==> src/rtl/sweep_ctrl_pkg.sv <==
// Shared types and constants for the sweep sequencer.
// Optional feature macro: SWEEP_CTRL_DWELL_EN (adds the DWELL state).
package sweep_ctrl_pkg;

    localparam int unsigned SWEEP_WIDTH = 8;
    localparam int unsigned SWEEP_CYC_W = 8;

    localparam logic DIR_UP   = 1'b1;
    localparam logic DIR_DOWN = 1'b0;

    typedef enum logic [2:0] {
        StIdle,
        StSeek,
        StUp,
`ifdef SWEEP_CTRL_DWELL_EN
        StDown,
        StDwell
`else
        StDown
`endif
    } sweep_state_e;

endpackage

==> src/rtl/dwell_timer.sv <==
// Loadable 8-bit down-counter with a zero flag; holds the pause length at each
// sweep turnaround. Only instantiated when SWEEP_CTRL_DWELL_EN is defined.
module dwell_timer (
    input  logic       i_clk,
    input  logic       i_rst_n,
    input  logic       i_load,
    input  logic [7:0] i_load_val,
    output logic       o_zero
);

    logic [7:0] r_count;

    // Load on request, otherwise count down and park at zero.
    always_ff @(posedge i_clk or negedge i_rst_n) begin
        if (!i_rst_n) begin
            r_count <= 8'd0;
        end else if (i_load) begin
            r_count <= i_load_val;
        end else if (r_count != 8'd0) begin
            r_count <= r_count - 8'd1;
        end
    end

    assign o_zero = (r_count == 8'd0);

endmodule

==> src/rtl/sweep_ctrl.sv <==
// Triangle-sweep sequencer for an external up/down counter: seeks to lo, then
// runs lo..hi..lo for n_cycles periods. enable/direction are combinational so
// turnarounds cost no idle cycle.
// Optional feature macro: SWEEP_CTRL_DWELL_EN (pause at each turnaround).
module sweep_ctrl
    import sweep_ctrl_pkg::*;
#(
    parameter int unsigned WIDTH = SWEEP_WIDTH,
    parameter int unsigned CYC_W = SWEEP_CYC_W
) (
    input  logic             i_clk,
    input  logic             i_rst_n,
    input  logic             i_start,
    input  logic             i_stop,
    input  logic [WIDTH-1:0] i_lo,
    input  logic [WIDTH-1:0] i_hi,
    input  logic [CYC_W-1:0] i_n_cycles,
    input  logic [WIDTH-1:0] i_counter_value,
`ifdef SWEEP_CTRL_DWELL_EN
    input  logic [7:0]       i_dwell,
`endif
    output logic             o_enable,
    output logic             o_direction,
    output logic             o_busy,
    output logic             o_done,
    output logic             o_err
);

    localparam logic [CYC_W-1:0] CYC_ONE = {{(CYC_W-1){1'b0}}, 1'b1};

    sweep_state_e     r_state;
    logic [WIDTH-1:0] r_lo;
    logic [WIDTH-1:0] r_hi;
    logic [CYC_W-1:0] r_n_cycles;
    logic [CYC_W-1:0] r_per_cnt;
    logic             r_done;
    logic             r_err;

    logic w_at_lo;
    logic w_above_lo;
    logic w_at_hi;
    logic w_last;
    logic w_cfg_ok;
    logic w_stop;
    logic w_has_dwell;

    assign w_at_lo    = (i_counter_value == r_lo);
    assign w_above_lo = (i_counter_value > r_lo);
    assign w_at_hi    = (i_counter_value == r_hi);
    assign w_last     = ((r_per_cnt + CYC_ONE) == r_n_cycles);
    assign w_cfg_ok   = (i_lo < i_hi) && (i_n_cycles != '0);
    assign w_stop     = i_stop && (r_state != StIdle);

`ifdef SWEEP_CTRL_DWELL_EN
    logic [7:0] r_dwell;
    logic       r_dwell_dir;
    logic       w_dwell_load;
    logic       w_dwell_zero;

    assign w_has_dwell  = (r_dwell != 8'd0);
    // Turnaround cycle itself is the first paused cycle, hence dwell-1.
    assign w_dwell_load = w_has_dwell && !w_stop &&
                          (((r_state == StUp) && w_at_hi) ||
                           ((r_state == StDown) && w_at_lo && !w_last));

    dwell_timer u_dwell_timer (
        .i_clk      (i_clk),
        .i_rst_n    (i_rst_n),
        .i_load     (w_dwell_load),
        .i_load_val (r_dwell - 8'd1),
        .o_zero     (w_dwell_zero)
    );
`else
    assign w_has_dwell = 1'b0;
`endif

    // Counter drive decoded from state, live counter value and captured bounds.
    always_comb begin
        o_enable    = 1'b0;
        o_direction = DIR_UP;
        case (r_state)
            StSeek: begin
                o_enable    = 1'b1;
                o_direction = w_above_lo ? DIR_DOWN : DIR_UP;
            end
            StUp: begin
                o_enable = 1'b1;
                if (w_at_hi) begin
                    o_direction = DIR_DOWN;
                    o_enable    = !w_has_dwell;
                end
            end
            StDown: begin
                o_enable    = 1'b1;
                o_direction = DIR_DOWN;
                if (w_at_lo) begin
                    if (w_last) begin
                        o_enable = 1'b0;
                    end else begin
                        o_direction = DIR_UP;
                        o_enable    = !w_has_dwell;
                    end
                end
            end
`ifdef SWEEP_CTRL_DWELL_EN
            StDwell: begin
                o_enable    = w_dwell_zero;
                o_direction = r_dwell_dir;
            end
`endif
            default: ;
        endcase
        if (w_stop) begin
            o_enable = 1'b0;
        end
    end

    // Sequencer state, captured configuration and registered status pulses.
    always_ff @(posedge i_clk or negedge i_rst_n) begin
        if (!i_rst_n) begin
            r_state    <= StIdle;
            r_lo       <= '0;
            r_hi       <= '0;
            r_n_cycles <= '0;
            r_per_cnt  <= '0;
            r_done     <= 1'b0;
            r_err      <= 1'b0;
`ifdef SWEEP_CTRL_DWELL_EN
            r_dwell     <= 8'd0;
            r_dwell_dir <= DIR_UP;
`endif
        end else begin
            r_done <= 1'b0;
            r_err  <= 1'b0;
            if (w_stop) begin
                r_state <= StIdle;
            end else begin
                case (r_state)
                    StIdle: begin
                        if (i_start) begin
                            if (w_cfg_ok) begin
                                r_lo       <= i_lo;
                                r_hi       <= i_hi;
                                r_n_cycles <= i_n_cycles;
                                r_per_cnt  <= '0;
`ifdef SWEEP_CTRL_DWELL_EN
                                r_dwell    <= i_dwell;
`endif
                                r_state    <= StSeek;
                            end else begin
                                r_err <= 1'b1;
                            end
                        end
                    end
                    StSeek: begin
                        if (w_at_lo) begin
                            r_state <= StUp;
                        end
                    end
                    StUp: begin
                        if (w_at_hi) begin
`ifdef SWEEP_CTRL_DWELL_EN
                            if (w_has_dwell) begin
                                r_dwell_dir <= DIR_DOWN;
                                r_state     <= StDwell;
                            end else begin
                                r_state <= StDown;
                            end
`else
                            r_state <= StDown;
`endif
                        end
                    end
                    StDown: begin
                        if (w_at_lo) begin
                            r_per_cnt <= r_per_cnt + CYC_ONE;
                            if (w_last) begin
                                r_state <= StIdle;
                                r_done  <= 1'b1;
                            end else begin
`ifdef SWEEP_CTRL_DWELL_EN
                                if (w_has_dwell) begin
                                    r_dwell_dir <= DIR_UP;
                                    r_state     <= StDwell;
                                end else begin
                                    r_state <= StUp;
                                end
`else
                                r_state <= StUp;
`endif
                            end
                        end
                    end
`ifdef SWEEP_CTRL_DWELL_EN
                    StDwell: begin
                        if (w_dwell_zero) begin
                            r_state <= (r_dwell_dir == DIR_UP) ? StUp : StDown;
                        end
                    end
`endif
                    default: r_state <= StIdle;
                endcase
            end
        end
    end

    assign o_busy = (r_state != StIdle);
    assign o_done = r_done;
    assign o_err  = r_err;

endmodule
==> config.mk <==
export PLATFORM = sky130hd
export DESIGN_NAME = sweep_ctrl
export DESIGN_NICKNAME = d
export VERILOG_FILES = /design/src/rtl/sweep_ctrl_pkg.sv /design/src/rtl/dwell_timer.sv /design/src/rtl/sweep_ctrl.sv
export SDC_FILE = /design/constraint.sdc
export NUM_CORES = 1
export LEC_CHECK = 0
export ABC_AREA = 1
export CORE_UTILIZATION = 48
export DETAILED_ROUTE_END_ITERATION = 10
export PLACE_DENSITY = 0.75
export SLEW_MARGIN = 15
export SYNTH_ARGS = -nofsm -noshare
export SYNTH_HDL_FRONTEND = slang
export SYNTH_SLANG_ARGS = --single-unit
==> constraint.sdc <==
create_clock -name i_clk -period 1.75 [get_ports i_clk]
set_input_delay 0.4375 -clock i_clk [delete_from_list [all_inputs] [get_ports i_clk]]
set_output_delay 0.4375 -clock i_clk [all_outputs]
set_load 0.005 [all_outputs]
**Yosys cells after proc, flatten, opt, wreduce, memory -nomap -nowiden**

Index checks and enable logic that the tools add are counted.

- Bits in registers: 37
- Output and inout port bits: 5
- Word-level logic and storage cells: 63

- $add $sub $neg: 1
- Order comparisons: 2
- Equal/unequal tests: 14
- Muxes and demuxes: 28
- Bitwise logic cells: 1
- Reduce and logical (&&, ||, !) cells: 10

Operator list:

| kind | count |
|---|---|
| equality test 8 bit | 3 |
| two-way mux 8 bit | 3 |
| two-way mux 3 bit | 6 |
| case mux 8 bit (2 select lines) | 1 |
| != test 3 bit, second input constant | 5 |
| two-way mux 1 bit | 14 |
| case mux 3 bit (4 select lines) | 1 |
| AND reduction 5 bit | 2 |
| adder 8 x 1 -> 8 bit, second input constant | 1 |
| greater-than comparator 8 bit | 1 |
| less-than comparator 8 bit | 1 |
| nonzero test 8 bit | 1 |
| equality test 3 x 2 -> 1 bit, second input constant | 2 |
| != test 2 bit, second input constant | 3 |
| AND reduction 4 bit | 1 |
| equality test 3 x 1 -> 1 bit, second input constant | 1 |
| zero test 3 bit | 1 |
| case mux 1 bit (3 select lines) | 1 |
| nonzero test 3 bit | 1 |
| logical AND 1 bit | 2 |
| two-way mux 2 bit | 1 |
| case mux 1 bit (2 select lines) | 1 |
| nonzero test 2 bit | 1 |
| OR reduction 2 bit | 1 |
| NOT 1 bit | 1 |

**Logic depth before layout (Yosys ltp)**

- Depth in word-level cells: 6
- Mapped depth: 14
- Mapped depth without buffers: 14

**Least setup slack after synthesis**

OpenSTA, ideal clock, no wires.

- Path kind: input to register
- From: input i_hi[7]
- To: register r_hi[5]
- Library setup time: 0.132 ns
- Arrival time: 1.687 ns
- Required time: 1.618 ns
- Path slack: -0.069 ns
- Cell stages on the path: 10
- Path buffers: 2
- Cells stage by stage: inv_1 ha_1 a21oi_1 o21a_1 nand3_2 or2_4 buf_6 buf_6 nand2_1 o21ai_0

- Longest elaborated chain between the ends: 3

RTL lines:

| what | line | source |
|---|---|---|
| from (decl) | sweep_ctrl.sv:16 | `input logic [WIDTH-1:0] i_hi,` |
| less-than comparator 8 bit | sweep_ctrl.sv:51 | `assign w_cfg_ok = (i_lo < i_hi) && (i_n_cycles != '0);` |
| logical AND 1 bit | sweep_ctrl.sv:51 |  |
| AND reduction 4 bit (no source line) | n/a |  |
| to (signal assigned) | sweep_ctrl.sv:143 | `r_hi <= i_hi;` |
| to (decl) | sweep_ctrl.sv:33 | `logic [WIDTH-1:0] r_hi;` |

Every way passes these cells.
A chain may end at the register's enable or synchronous reset.

**Worst setup path in the final report**

- From: register r_per_cnt[0]
- To: output o_direction

- Longest elaborated chain between the ends: 5

RTL lines:

| what | line | source |
|---|---|---|
| from (decl) | sweep_ctrl.sv:35 | `logic [CYC_W-1:0] r_per_cnt;` |
| from (signal assigned) | sweep_ctrl.sv:176 | `r_per_cnt <= r_per_cnt + CYC_ONE;` |
| adder 8 x 1 -> 8 bit | sweep_ctrl.sv:50 | `assign w_last = ((r_per_cnt + CYC_ONE) == r_n_cycles);` |
| equality test 8 bit | sweep_ctrl.sv:50 |  |
| two-way mux 1 bit | sweep_ctrl.sv:97 | `if (w_last) begin` |
| two-way mux 1 bit | sweep_ctrl.sv:96 | `if (w_at_lo) begin` |
| case mux 1 bit (3 select lines) | sweep_ctrl.sv:81 | `case (r_state)` |
| to (decl) | sweep_ctrl.sv:23 | `output logic o_direction,` |

Every way passes these cells.

==> results.sh <==
export IMPL_cts_made_buffers=5
export IMPL_core_um2=4750
export IMPL_crit_type="flop to primary output"
export IMPL_synthesis_area_um2=2380
export IMPL_tightest_slew_ns=0.252
export IMPL_ir_drop_uv=834
export IMPL_worst_ep_arrival_time_ns=2.17
export IMPL_start_util=0.502
export IMPL_required_ns=1.31
export IMPL_start_kind="flop"
export IMPL_tritoncts="built"
export IMPL_powerDensity_nw_per_um2=1360
export IMPL_synthDistinctLibCells=25
export IMPL_p_leak_nw=2.00
export IMPL_rows=25
export IMPL_area_delta_synth_final_pct=75.0
export IMPL_grt_antenna_before_repair=0
export IMPL_grt_use_met3=0.0681
export IMPL_final_layout_size_suffix_gt1_frac=0.532
export IMPL_fp_dieH_um=72.5
export IMPL_die_w_um=72.5
export IMPL_wire_per_inst_um=20.3
export IMPL_overflow=0
export IMPL_slew_viol_final=0
export IMPL_setup_viol=14
export IMPL_ant_nets=0
export IMPL_clock_root_buffer="clkbuf_8"
export IMPL_clock_sinks=36
export IMPL_htreeDepth=2
export IMPL_synth_top_area_cell="dfrtp_1"
export IMPL_synth_area_leaders="dfrtp_1 (38%), nand2_1 (12%), ha_1 (10%), inv_1 (7.9%), nand3_1 (5.0%)"
export IMPL_period_share=1.49
export IMPL_pin_count=41
export IMPL_grt_pass1_wl_mm=12.8
export IMPL_hpwlAfterDp_mm=4.23
export IMPL_top_usage_layer="met2"
export IMPL_synth_seq_area_share=0.378
export IMPL_avgSynthCellArea_um2=7.50
export IMPL_finalHoldViolations=0
export IMPL_postSynthCellCount=318
export IMPL_dp_slack_ns=-1.07
export IMPL_wirelength_mm=10.6
export IMPL_gp_congestion=0.835
export IMPL_fin_hold_ws_ns=0.403
export IMPL_dieArea_um2=5250
export IMPL_num_vias=3069
export IMPL_holdPathStages=3
export IMPL_cap_violations=0
export IMPL_synth_nets=374
export IMPL_end_kind="primary output"
export IMPL_clkTransAtPathRegs_ns=0.08
export IMPL_grt_max_degree=37
export IMPL_fin_setup_tns_ns=-3.53
export IMPL_firstDrtPassIters=6
export IMPL_path_max_fanout=3
export IMPL_grt_pass1_vias=2912
export IMPL_worst_r2r_path_depth=13
export IMPL_slew_headroom=0.831
export IMPL_met1_usage=0.337
export IMPL_viasPerCell=5.90
export IMPL_ys_seq_elements=36
export IMPL_grtUsageMet2=0.603
export IMPL_violations="negative setup slack"
export IMPL_drc_errors=0
export IMPL_max_freq_ghz=0.384
export IMPL_diodes=0
export IMPL_nNetsFinal=508
export IMPL_clk_latency_ns=0.31
export IMPL_min_path_type="input port to flop"
export IMPL_fillCellCount=211
export IMPL_rsz0062_at_grt="yes"
export IMPL_finalClockSkew_ns=0.00721
export IMPL_cts_buffer_depth=2
export IMPL_io_buffers=40
export IMPL_drt_iter0_markers=444
export IMPL_min_period_ns=2.60
export IMPL_power_mw=5.69
export IMPL_track_usage=0.325
export IMPL_yosysWarnings=0
export IMPL_setup_slack_ns=-0.853
export IMPL_yosys_area_top_type_share=0.378
export IMPL_outcome="finished with violations"
## sequential cells by signal, summed over array words and instances (netlist names)
signal,count
r_lo,8
r_state,2
r_hi,8
r_n_cycles,8
o_done,1
o_err,1
r_per_cnt,8
## through the flow
| stage | instances | instance area (µm²) | utilization |
|---|---|---|---|
| final | 520 | 4170 | 0.878 |
| after floorplan | 318 | 2470 | - |
| after CTS | 511 | 3910 | 0.822 |
| after global routing | 520 | 4170 | 0.878 |
| after global placement | 476 | 3350 | 0.705 |
| after detailed placement | 476 | 3350 | 0.705 |
## where the power goes
| part | switching [mW] | total, mW | internal [mW] | leakage [nW] |
|---|---|---|---|---|
| combinational | 1.87 | 3.53 | 1.66 | 1.51 |
| sequential | 0.247 | 1.38 | 1.13 | 0.441 |
| clock | 0.358 | 0.782 | 0.424 | 0.0552 |
## cells in the final DEF (no fill, tap or decap), types with 5 or more instances in the layout
| cell | count |
|---|---|
| nor2_1 | 19 |
| or2_4 | 5 |
| inv_1 | 29 |
| clkdlybuf4s15_1 | 5 |
| dlygate4sd2_1 | 10 |
| a21oi_1 | 7 |
| buf_6 | 23 |
| inv_4 | 5 |
| a21oi_2 | 17 |
| nand3_2 | 18 |
| clkdlybuf4s50_1 | 5 |
| o21ai_2 | 6 |
| nand3_1 | 7 |
| inv_2 | 14 |
| o21ai_1 | 18 |
| xnor2_1 | 5 |
| buf_2 | 11 |
| clkbuf_8 | 5 |
| ha_4 | 16 |
| nor2_2 | 8 |
| dfrtp_1 | 35 |
| nand2_2 | 12 |
| buf_4 | 72 |
| nand2_4 | 8 |
| nand2_1 | 58 |
## worst paths after layout
check,startpoint,to,slack [ns]
setup / recovery,r_per_cnt[0],o_direction,-0.85
hold / removal,i_hi[3],r_hi[3],0.40
setup reg to reg,r_per_cnt[0],o_done,-0.33
min in group asynchronous,i_rst_n,r_per_cnt[3],0.50
hold reg to reg,r_hi[2],r_hi[2],0.51
max in group asynchronous,i_rst_n,r_lo[7],1.05
## area by class of cell
type	instances	area, µm²	area share
clock buffer	6	72.6	0.0174
clock inverter	2	35.0	0.00839
inverter	50	210	0.0504
multi-input combinational	228	1770	0.424
sequential	36	902	0.216
tap	67	83.8	0.0201
timing repair buffer	131	1100	0.264
## synth_stat cells
cell type,instances
nand2_1,78
inv_1,50
dfrtp_1,36
nor2_1,30
nand3_1,24
ha_1,20
o21ai_0,19
a21oi_1,14
a21oi_2,10
o21ai_1,7
xnor2_1,5
buf_6,3
nand3b_1,3
nand4_1,3
nor4_1,3
or2_2,3
clkbuf_1,2
a21boi_2,1
a22oi_1,1
buf_2,1
buf_4,1
nand3_2,1
nor2_4,1
o21a_1,1
or2_4,1
## critical path: stages, from the launching register on
cell	delay, ns
dfrtp_1	0.42
buf_6	0.14
buf_4	0.10
buf_4	0.10
nand2_1	0.07
nand2_1	0.10
nand2_1	0.08
nor2_1	0.14
nand3_2	0.13
nor2_4	0.14
nand2_4	0.08
nand3_2	0.07
nand4_1	0.11
buf_2	0.17
## cell families after synthesis
group,share of synthesized area
compound gates,0.132
flops,0.378
buf+inv,0.101
simple gates,0.266
fa+ha+maj,0.105
xor+xnor,0.0184
## what timing repair did
item	4_1_cts	5_1_grt
endpoints found under the setup margin	39	39
hold buffers	0	0
pin swaps	49	24
buffers inserted	27	11
gates resized for setup	182	63
cloned	1	2
## metal layers
| metal | wire length [µm] | up-vias | part of all wire |
|---|---|---|---|
| li1 | - | 1288 | - |
| met1 | 3720 | 1437 | 0.35 |
| met2 | 5170 | 241 | 0.49 |
| met3 | 785 | 103 | 0.074 |
| met4 | 908 | 0 | 0.086 |
| met5 | 0 | - | 0 |
Power figures use the tool's default switching activity.
